$ cat config.mk
export PLATFORM = sky130hd
export DESIGN_NAME = card_dealer
export DESIGN_NICKNAME = d
export VERILOG_FILES = /design/src/rtl/blackjack_pkg.sv /design/src/rtl/rank_inventory.sv /design/src/rtl/card_dealer.sv
export SDC_FILE = /design/constraint.sdc
export NUM_CORES = 1
export LEC_CHECK = 0
export ABC_AREA = 1
export CAP_MARGIN = 40
export CORE_ASPECT_RATIO = 1.75
export CORE_MARGIN = 3
export CORE_UTILIZATION = 55
export DETAILED_ROUTE_END_ITERATION = 10
export PLACE_DENSITY = 0.78
export RECOVER_POWER = 25
export SLEW_MARGIN = 0
export SYNTH_ARGS = -nofsm -noshare
export SYNTH_HDL_FRONTEND = slang
export SYNTH_HIERARCHICAL = 1
export SYNTH_SLANG_ARGS = --single-unit
$ cat constraint.sdc
create_clock -name clk_50M -period 3.05 [get_ports clk_50M]
set_input_delay 0.61 -clock clk_50M [delete_from_list [all_inputs] [get_ports clk_50M]]
set_output_delay 0.61 -clock clk_50M [all_outputs]
set_load 0.05 [all_outputs]
$ cat src/rtl/blackjack_pkg.sv
// blackjack_pkg
//   Shared constants and helpers for the BlackJack datapath (card dealer and game FSM).
//   - Rank encoding: 1 = Ace .. 13 = King; 0 is "no card".
//   - card_points(): BlackJack points of a rank, with Ace counted as 1 (the game FSM
//     decides when an Ace is worth 11).
//   - dealer_state_e: card dealer FSM state encoding.
package blackjack_pkg;

    localparam int unsigned N_RANKS = 13;
    localparam int unsigned SUITS   = 4;

    localparam logic [3:0] RANK_ACE  = 4'd1;
    localparam logic [3:0] RANK_TEN  = 4'd10;
    localparam logic [3:0] RANK_KING = 4'd13;

    typedef enum logic [0:0] {
        StIdle,
        StCheck
    } dealer_state_e;

    // Ranks below ten score face value; ten and the court cards all score ten.
    function automatic logic [3:0] card_points(input logic [3:0] rank);
        return (rank < RANK_TEN) ? rank : RANK_TEN;
    endfunction

endpackage

$ cat src/rtl/rank_inventory.sv
// rank_inventory
//   Per-rank card counts of the shoe plus a running total of cards left.
//   Ports:
//     clk_i         clock
//     rst_ni        asynchronous active-low reset (loads a full shoe)
//     refill_i      synchronous restore of a full shoe; overrides dec_en_i
//     dec_en_i      remove one card of rank dec_rank_i
//     dec_rank_i    rank to remove (1..13)
//     rd_rank_i     rank to query (1..13)
//     rd_avail_o    at least one card of rd_rank_i is left
//     remaining_o   total cards left (always the sum of the per-rank counts)
module rank_inventory
    import blackjack_pkg::*;
#(
    parameter int unsigned DECKS = 1,
    parameter int unsigned CNT_W = $clog2(4 * DECKS + 1),
    parameter int unsigned REM_W = $clog2(52 * DECKS + 1)
) (
    input  logic             clk_i,
    input  logic             rst_ni,
    input  logic             refill_i,
    input  logic             dec_en_i,
    input  logic [3:0]       dec_rank_i,
    input  logic [3:0]       rd_rank_i,
    output logic             rd_avail_o,
    output logic [REM_W-1:0] remaining_o
);

    localparam logic [CNT_W-1:0] FULL_CNT = CNT_W'(SUITS * DECKS);
    localparam logic [REM_W-1:0] FULL_REM = REM_W'(N_RANKS * SUITS * DECKS);

    logic [CNT_W-1:0] cnt_q [N_RANKS];
    logic [CNT_W-1:0] cnt_d [N_RANKS];
    logic [REM_W-1:0] rem_q;
    logic [REM_W-1:0] rem_d;

    logic       dec_in_range;
    logic       rd_in_range;
    logic [3:0] dec_idx;
    logic [3:0] rd_idx;

    // Ranks are 1-based; storage is 0-based.
    assign dec_idx      = dec_rank_i - RANK_ACE;
    assign rd_idx       = rd_rank_i - RANK_ACE;
    assign dec_in_range = (dec_rank_i >= RANK_ACE) && (dec_rank_i <= RANK_KING);
    assign rd_in_range  = (rd_rank_i >= RANK_ACE) && (rd_rank_i <= RANK_KING);

    assign rd_avail_o  = rd_in_range && (cnt_q[rd_idx] != '0);
    assign remaining_o = rem_q;

    always_comb begin
        cnt_d = cnt_q;
        rem_d = rem_q;
        if (refill_i) begin
            for (int unsigned i = 0; i < N_RANKS; i++) begin
                cnt_d[i] = FULL_CNT;
            end
            rem_d = FULL_REM;
        end else if (dec_en_i && dec_in_range && (cnt_q[dec_idx] != '0)) begin
            // Decrement total and rank together so the sum invariant always holds.
            cnt_d[dec_idx] = cnt_q[dec_idx] - CNT_W'(1);
            rem_d          = rem_q - REM_W'(1);
        end
    end

    always_ff @(posedge clk_i or negedge rst_ni) begin
        if (!rst_ni) begin
            for (int unsigned i = 0; i < N_RANKS; i++) begin
                cnt_q[i] <= FULL_CNT;
            end
            rem_q <= FULL_REM;
        end else begin
            cnt_q <= cnt_d;
            rem_q <= rem_d;
        end
    end

endmodule

$ cat src/rtl/card_dealer.sv
// card_dealer
//   Deals BlackJack cards from a finite shoe. A draw request turns the free-running
//   Counter value into a rank ((count % 13) + 1); if that rank is exhausted the dealer
//   steps to the next rank (King wraps to Ace), one rank per clock, until a card is found.
//   Ports:
//     clk_50M      system clock
//     i_Reset_n    asynchronous active-low reset (full shoe, outputs cleared)
//     i_Count      Counter value used as entropy
//     i_Draw       draw request, honoured only when idle and shoe not empty
//     i_Shuffle    restore full shoe; aborts a draw in progress
//     o_Card       last dealt rank (1..13), held until the next deal
//     o_Points     points of o_Card (Ace = 1, court cards = 10)
//     o_Valid      one-cycle pulse when o_Card/o_Points are updated
//     o_Busy       draw in progress
//     o_Empty      no cards left
//     o_Remaining  cards left in the shoe
module card_dealer
    import blackjack_pkg::*;
#(
    parameter int unsigned WIDTH = 12,
    parameter int unsigned DECKS = 1,
    localparam int unsigned CNT_W = $clog2(4 * DECKS + 1),
    localparam int unsigned REM_W = $clog2(52 * DECKS + 1)
) (
    input  logic             clk_50M,
    input  logic             i_Reset_n,
    input  logic [WIDTH-1:0] i_Count,
    input  logic             i_Draw,
    input  logic             i_Shuffle,
    output logic [3:0]       o_Card,
    output logic [3:0]       o_Points,
    output logic             o_Valid,
    output logic             o_Busy,
    output logic             o_Empty,
    output logic [REM_W-1:0] o_Remaining
);

    dealer_state_e state_q, state_d;
    logic [3:0]    rank_q, rank_d;
    logic [3:0]    probes_q, probes_d;
    logic [3:0]    card_q, card_d;
    logic [3:0]    points_q, points_d;
    logic          valid_q, valid_d;

    logic             refill;
    logic             dec_en;
    logic             rd_avail;
    logic [REM_W-1:0] remaining;
    logic [3:0]       draw_rank;

    // Modulo on the full-width count; the small bias toward low ranks is accepted.
    assign draw_rank = 4'(i_Count % WIDTH'(N_RANKS)) + RANK_ACE;

    rank_inventory #(
        .DECKS (DECKS),
        .CNT_W (CNT_W),
        .REM_W (REM_W)
    ) u_rank_inventory (
        .clk_i       (clk_50M),
        .rst_ni      (i_Reset_n),
        .refill_i    (refill),
        .dec_en_i    (dec_en),
        .dec_rank_i  (rank_q),
        .rd_rank_i   (rank_q),
        .rd_avail_o  (rd_avail),
        .remaining_o (remaining)
    );

    always_comb begin
        state_d  = state_q;
        rank_d   = rank_q;
        probes_d = probes_q;
        card_d   = card_q;
        points_d = points_q;
        valid_d  = 1'b0;
        refill   = 1'b0;
        dec_en   = 1'b0;

        unique case (state_q)
            StIdle: begin
                if (i_Shuffle) begin
                    refill = 1'b1;
                end else if (i_Draw && (remaining != '0)) begin
                    rank_d   = draw_rank;
                    probes_d = 4'd0;
                    state_d  = StCheck;
                end
            end
            StCheck: begin
                if (i_Shuffle) begin
                    refill  = 1'b1;
                    state_d = StIdle;
                end else if (rd_avail) begin
                    dec_en   = 1'b1;
                    card_d   = rank_q;
                    points_d = card_points(rank_q);
                    valid_d  = 1'b1;
                    state_d  = StIdle;
                end else begin
                    // Shoe is non-empty on entry, so this terminates within 12 steps.
                    rank_d   = (rank_q == RANK_KING) ? RANK_ACE : rank_q + 4'd1;
                    probes_d = probes_q + 4'd1;
                end
            end
            default: state_d = StIdle;
        endcase
    end

    always_ff @(posedge clk_50M or negedge i_Reset_n) begin
        if (!i_Reset_n) begin
            state_q  <= StIdle;
            rank_q   <= RANK_ACE;
            probes_q <= 4'd0;
            card_q   <= 4'd0;
            points_q <= 4'd0;
            valid_q  <= 1'b0;
        end else begin
            state_q  <= state_d;
            rank_q   <= rank_d;
            probes_q <= probes_d;
            card_q   <= card_d;
            points_q <= points_d;
            valid_q  <= valid_d;
        end
    end

    assign o_Card      = card_q;
    assign o_Points    = points_q;
    assign o_Valid     = valid_q;
    assign o_Busy      = (state_q != StIdle);
    assign o_Empty     = (remaining == '0);
    assign o_Remaining = remaining;

endmodule

; Yosys cells after proc, flatten, opt, wreduce, memory -nomap -nowiden
; Cells that the tools add are included.
[op_classes]
reduce_logical = 12
eq_ne = 5
add_sub_neg = 5
n_div = 1
n_bitwise = 3
order_cmp = 5
n_mux = 26
[op_table]
columns = op, count
row1 = two-way mux 39 bit, 2
row2 = bitwise mux 39 bit, 1
row3 = two-way mux 4 bit, 6
row4 = binary-select mux 3 bit (select 4 bit), 1
row5 = demux 3 bit (select 4 bit), 1
row6 = modulo 12 x 4 -> 12 bit (second input constant), 1
row7 = two-way mux 6 bit, 2
row8 = two-way mux 3 bit, 3
row9 = adder 4 x 1 -> 4 bit (second input constant), 2
row10 = two-way mux 1 bit, 8
row11 = != test 2 bit (second input constant), 4
row12 = case mux 4 bit (2 select lines), 1
row13 = logical AND 1 bit, 6
row14 = zero test 6 bit, 1
row15 = nonzero test 6 bit, 1
row16 = subtractor 6 x 1 -> 6 bit (second input constant), 1
row17 = >= comparator 5 bit (second input constant), 1
row18 = < comparator 5 x 1 -> 1 bit (second input constant), 1
row19 = inverter 4 -> 5 bit, 1
row20 = == test 4 bit (second input constant), 1
row21 = >= comparator 4 x 1 -> 1 bit (second input constant), 1
row22 = less-or-equal comparator 4 bit (second input constant), 1
row23 = < comparator 4 bit (second input constant), 1
row24 = AND reduction 4 bit, 1
row25 = 7 further kinds, 8
[word_totals]
register_bits = 59
elab_cells = 76

; Longest topological paths before layout
[logic_depth]
depth_word = 14
mapped_depth = 52

; By module
; Netlist, hierarchy kept.
[by_module_without_submodules]
columns = module, area_per_inst_um2, cells_each, seq_area_each_um2, n_inst
row1 = rank_inventory, 3135.5, 453, 1146.1, 1
row2 = card_dealer, 1869.3, 293, 351.6, 1

; Least setup slack after synthesis
; No wires, ideal clock.
[synth_path]
kind = input to register
start = input i_Count[8]
end = register rank_q[1]
cell_stages = 43
arrival_time_ps = 4555
path_slack_ps = -1632
required_ps = 2923
setup_time_ps = 127
n_path_buf = 0
cell_sequence = inv_2 -> nand2_1 -> nand2_1 -> nand2_2 -> nand3_2 -> o21ai_0 -> nand2_1 -> nand2_2 -> nor2_4 -> nand2_4 -> nand3_1 -> nand3_2 -> nand2_2 -> nand2_2 -> nand2_1 -> nand2_2 -> nor2_4 -> nand2_2 -> (+7 left out) -> inv_1 -> o21ai_1 -> nand2_2 -> nor2_2 -> nand2_2 -> nand2_2 -> nand2_1 -> nand2_1 -> inv_1 -> ha_1 -> or2_2 -> nand3_2 -> o21bai_4 -> nand2_1 -> nand2_2 -> ha_1 -> o21ai_0 -> a2bb2oi_1
[synth_via]
elab_chain_cells = 5
[synth_lines]
columns = item, line
row1 = start: declaration, card_dealer.sv:27  ; input logic [WIDTH-1:0] i_Count,
row2 = modulo 12 x 4 -> 12 bit, card_dealer.sv:52  ; assign draw_rank = 4'(i_Count % WIDTH'(N_RANKS)) + RANK_ACE;
row3 = adder 4 x 1 -> 4 bit, card_dealer.sv:52
row4 = two-way mux 4 bit, card_dealer.sv:83  ; end else if (i_Draw && (remaining != '0)) begin
row5 = two-way mux 4 bit, card_dealer.sv:81  ; if (i_Shuffle) begin
row6 = case mux 4 bit (2 select lines), card_dealer.sv:79  ; unique case (state_q)
row7 = end signal: assignment, card_dealer.sv:119  ; rank_q <= rank_d;
row8 = end: declaration, card_dealer.sv:39  ; logic [3:0] rank_q, rank_d;
; No other way between the ends. The select of a mux whose other input is x is not followed.
; A chain may end at the register's enable or synchronous reset.

; Worst setup path in the final report
[layout_path]
start = input i_Count[11]
end = register rank_q[2]
; Same word-level chain as after synthesis.

==> results.toml <==
[timing]
fin_setup_tns_ns = -8.42
relSlewSlack_pct = -0.932
timing.final.crit_period_ns = 5.23
drv_slew = 27
fin_crit_sh_pct = 171
setup_viol = 4
finalHoldWorstSlack_ns = 0.473
rsz0062_at_grt = "true"
setup_ws_ns = -2.18
hold_viol = 0
fin_worst_skew_ns = 0.00448
max_freq_mhz = 191
worstMarginPinSlew_ns = 1.51

[placement]
placed_area_mm2 = 0.00604
numPortBuffers = 32
placed_cells = 945
dp_slack_ns = -2.59
hpwl_um = 10700
globalplace.congestion = 0.959

[drt]
first_pass_iters = 5
vias = 5744
wl_per_cell_um = 17.2
drcViolationCount = 0
final_antenna_net_count = 0
viasPerCell = 5.81
drtIter0Drc = 536
routed_wl_um = 17000

[setup_path]
required_ns = 3.30
worst_path_max_delay_cell = "a21oi_1"
crit_arrival_ns = 5.48
cp-start-kind = "primary input"
crit_fanout = 5
worst_path_largest_cell_delay_ns = 0.25
cp_common_cell = "nand2_2"
end_kind = "flip-flop"
crit_type = "primary input to flip-flop"

[power_and_ir_drop]
p_comb_share_pct = 77.2
p_sw_mw = 4.80
p_leak_nw = 3.53
internal_power_mw = 4.32
power.density_mw_per_mm2 = 1310
seqPwrFrac_pct = 12.0
vdd_ir_drop_max_uv = 1200
power.total_mw = 9.12
switching_share_pct = 52.7
clkPwrFrac_pct = 10.8

[logic_synthesis]
async_flop_share_pct = 100
synth_top_family_by_area = "simple AND/OR/NAND/NOR gates"
yosysWarnings = 6
synth_simple_gate_area_share_pct = 46.9
ys_types = 51
synth_ff_type = "dfrtp_1"
synth_compound_area_share_pct = 9.25
muxShareOfSynthArea_pct = 0
synth-seq-area-share_pct = 29.9
syn_inst = 746
syn_avg_cell_area_um2 = 6.71
synth-xor-area-share_pct = 2.05
syn_area_mm2 = 0.00500
synth_edf_count = 0
synth_nets = 776
synthAdderAreaFrac_pct = 3.50
ys_ff_latch = 59

[outcome]
status = "complete, but fails checks"
violations = "max-capacitance violations, max-slew violations, negative setup slack"

[clock_network]
cts_made_buffers = 9
root_buffer = "clkbuf_16"
ctsHoldBuffers = 0
clkTransAtPathRegs_ns = 0.05
cts.sinks = 59
cts_max_level = 3
cts_tree = "done"
clockBufferDepth = 2
clkLatencyLatePin_ns = 0.34

[global_routing]
grt_pass1_vias = 5501
grt_remaining_overflow = 0
grt_max_degree = 70
track_usage_pct = 30.1
grt_pass1_wl_um = 24900
antenna_found_initial = 0

[die]
start_util_pct = 57.0
dieArea_mm2 = 0.0103
die_x_um = 78.1
fp-row-count = 45
die_y_um = 132
core_area_mm2 = 0.00878
ios = 33

[layout]
diodes = 0
nNetsFinal = 896
fin_area_mm2 = 0.00695
drive_above_1_share_pct = 35.8
syn2layout_area_growth_pct = 38.8
final_util_pct = 79.1
finalNonFillerCells = 988

[flow_run]
maxCapViolCount = 1

[worst_hold_path]
hold_path_class = "flip-flop to flip-flop"
layout make-up:
| cell class | instances | area (um^2) |
|---|---|---|
| sequential | 59 | 1500 |
| tap | 117 | 146 |
| timing repair buffer | 123 | 1050 |
| timing repair inverter | 1 | 7.51 |
| clock buffer | 15 | 288 |
| inverter | 90 | 365 |
| multi-input combinational | 582 | 3590 |
| fill | 597 | 1840 |
| clock inverter | 1 | 5.00 |
power by group through the flow:
stage | logic [mW] | clock network [mW] | registers [mW]
CTS | 6.19 | 0.991 | 1.09
floorplan | 3.78 | 0 | 1.36
global placement | 5.55 | 0 | 1.09
global route | 7.54 | 1.03 | 1.11
detailed placement | 5.74 | 0 | 1.10
finish | 7.04 | 0.982 | 1.10
what timing repair did:
| item | 4_1_cts | 5_1_grt |
|---|---|---|
| resized for setup | 83 | 49 |
| endpoints found under the setup margin | 24 | 49 |
| setup buffers | 12 | 14 |
| pin swaps | 36 | 42 |
| gates cloned | 0 | 1 |
synthesized netlist by cell type, types with 2 or more instances:
library cell / count / area (um^2)
xnor2_1: 2 / 17.5
inv_1: 71 / 267
buf_2: 2 / 10.0
o21ai_0: 33 / 165
nand3_2: 12 / 120
nor3_1: 7 / 35.0
nor2_2: 10 / 62.6
nand2_2: 48 / 300
nand2_1: 200 / 751
nor2_4: 2 / 22.5
xor2_2: 2 / 32.5
or2_2: 3 / 18.8
dfrtp_1: 42 / 1050
nand3b_1: 4 / 30.0
o21bai_1: 2 / 15.0
nor2_1: 68 / 255
buf_6: 2 / 22.5
o211ai_1: 2 / 15.0
a31oi_1: 2 / 12.5
clkbuf_1: 9 / 33.8
o21ai_1: 13 / 65.1
a21oi_2: 2 / 17.5
a21oi_1: 14 / 70.1
inv_2: 15 / 56.3
nand3b_4: 2 / 40.0
nand2_4: 6 / 67.6
ha_1: 14 / 175
xor2_1: 6 / 52.6
dfstp_2: 17 / 447
nand4_1: 6 / 37.5
nand3_1: 106 / 531
clkinv_1: 3 / 11.3
layer usage:
layer  part of all wire (%)  GRT usage [%]  routed length [um]  vias to the layer above
met4                    7.0           17.4                1180                        0
met3                    5.0           5.20                 857                      108
met2                     55           57.4                9330                      291
met5                      0              0                   0                        -
li1                       -              -                   -                     2646
met1                     33           29.4                5610                     2699
logic make-up after synthesis:
family	after synthesis
AND/OR/NAND/NOR	480
flip-flops	59
buffers and inverters	105
adder cells (fa/ha/maj)	14
XOR/XNOR	10
AO/OA/AOI/OAI	78
worst paths after layout:
path | from | endpoint | slack, ns | cells past startpoint
worst min-delay path | o_Card[2] | o_Card[2] | 0.47 | 2
worst max register to register | rank_q[0] | u_rank_inventory/cnt_q[33] | 0.01 | 18
worst min register to register | o_Card[2] | o_Card[2] | 0.47 | 2
max in group asynchronous | i_Reset_n | u_rank_inventory/remaining_o[2] | 1.49 | 2
worst max-delay path | i_Count[11] | rank_q[2] | -2.18 | 45
min in group asynchronous | i_Reset_n | o_Valid | 0.64 | 1
layout by cell type, fill, tap and decap left out, types with 5 or more instances in the layout:
master / netlist / layout
nand2_1: 200 / 171
buf_4: 1 / 86
nand3_4: 1 / 7
ha_1: 14 / 8
o21ai_1: 13 / 11
inv_4: 1 / 6
nand4_1: 6 / 6
inv_1: 71 / 62
buf_6: 2 / 5
o21ai_0: 33 / 31
nand3_2: 12 / 18
nor2_1: 68 / 61
clkbuf_16: 0 / 9
clkdlybuf4s50_1: 0 / 26
dfrtp_1: 42 / 42
nor2_4: 2 / 12
a21oi_1: 14 / 14
nand2_2: 48 / 52
nand2_4: 6 / 30
nor3_1: 7 / 7
inv_2: 15 / 18
dfstp_2: 17 / 16
nand3_1: 106 / 94
nor2_2: 10 / 7
worst max-delay path, delay by kind of cell:
kind,cells,cell delay (ns)
buffers and inverters,6,0.51
xor gates and xnor gates,2,0.35
and+or+nand+nor,32,3.13
AOI/OAI and AO/OA,3,0.56
adders and majority gates,2,0.31
state kept, by name, indices dropped and copies added (netlist names):
signal                        cells
u_rank_inventory/remaining_o      6
u_rank_inventory/cnt_q           39
o_Valid                           1
o_Points                          4
rank_q                            4
o_Card                            4
o_Busy                            1
Note: power is estimated with default switching activity, not from simulation.
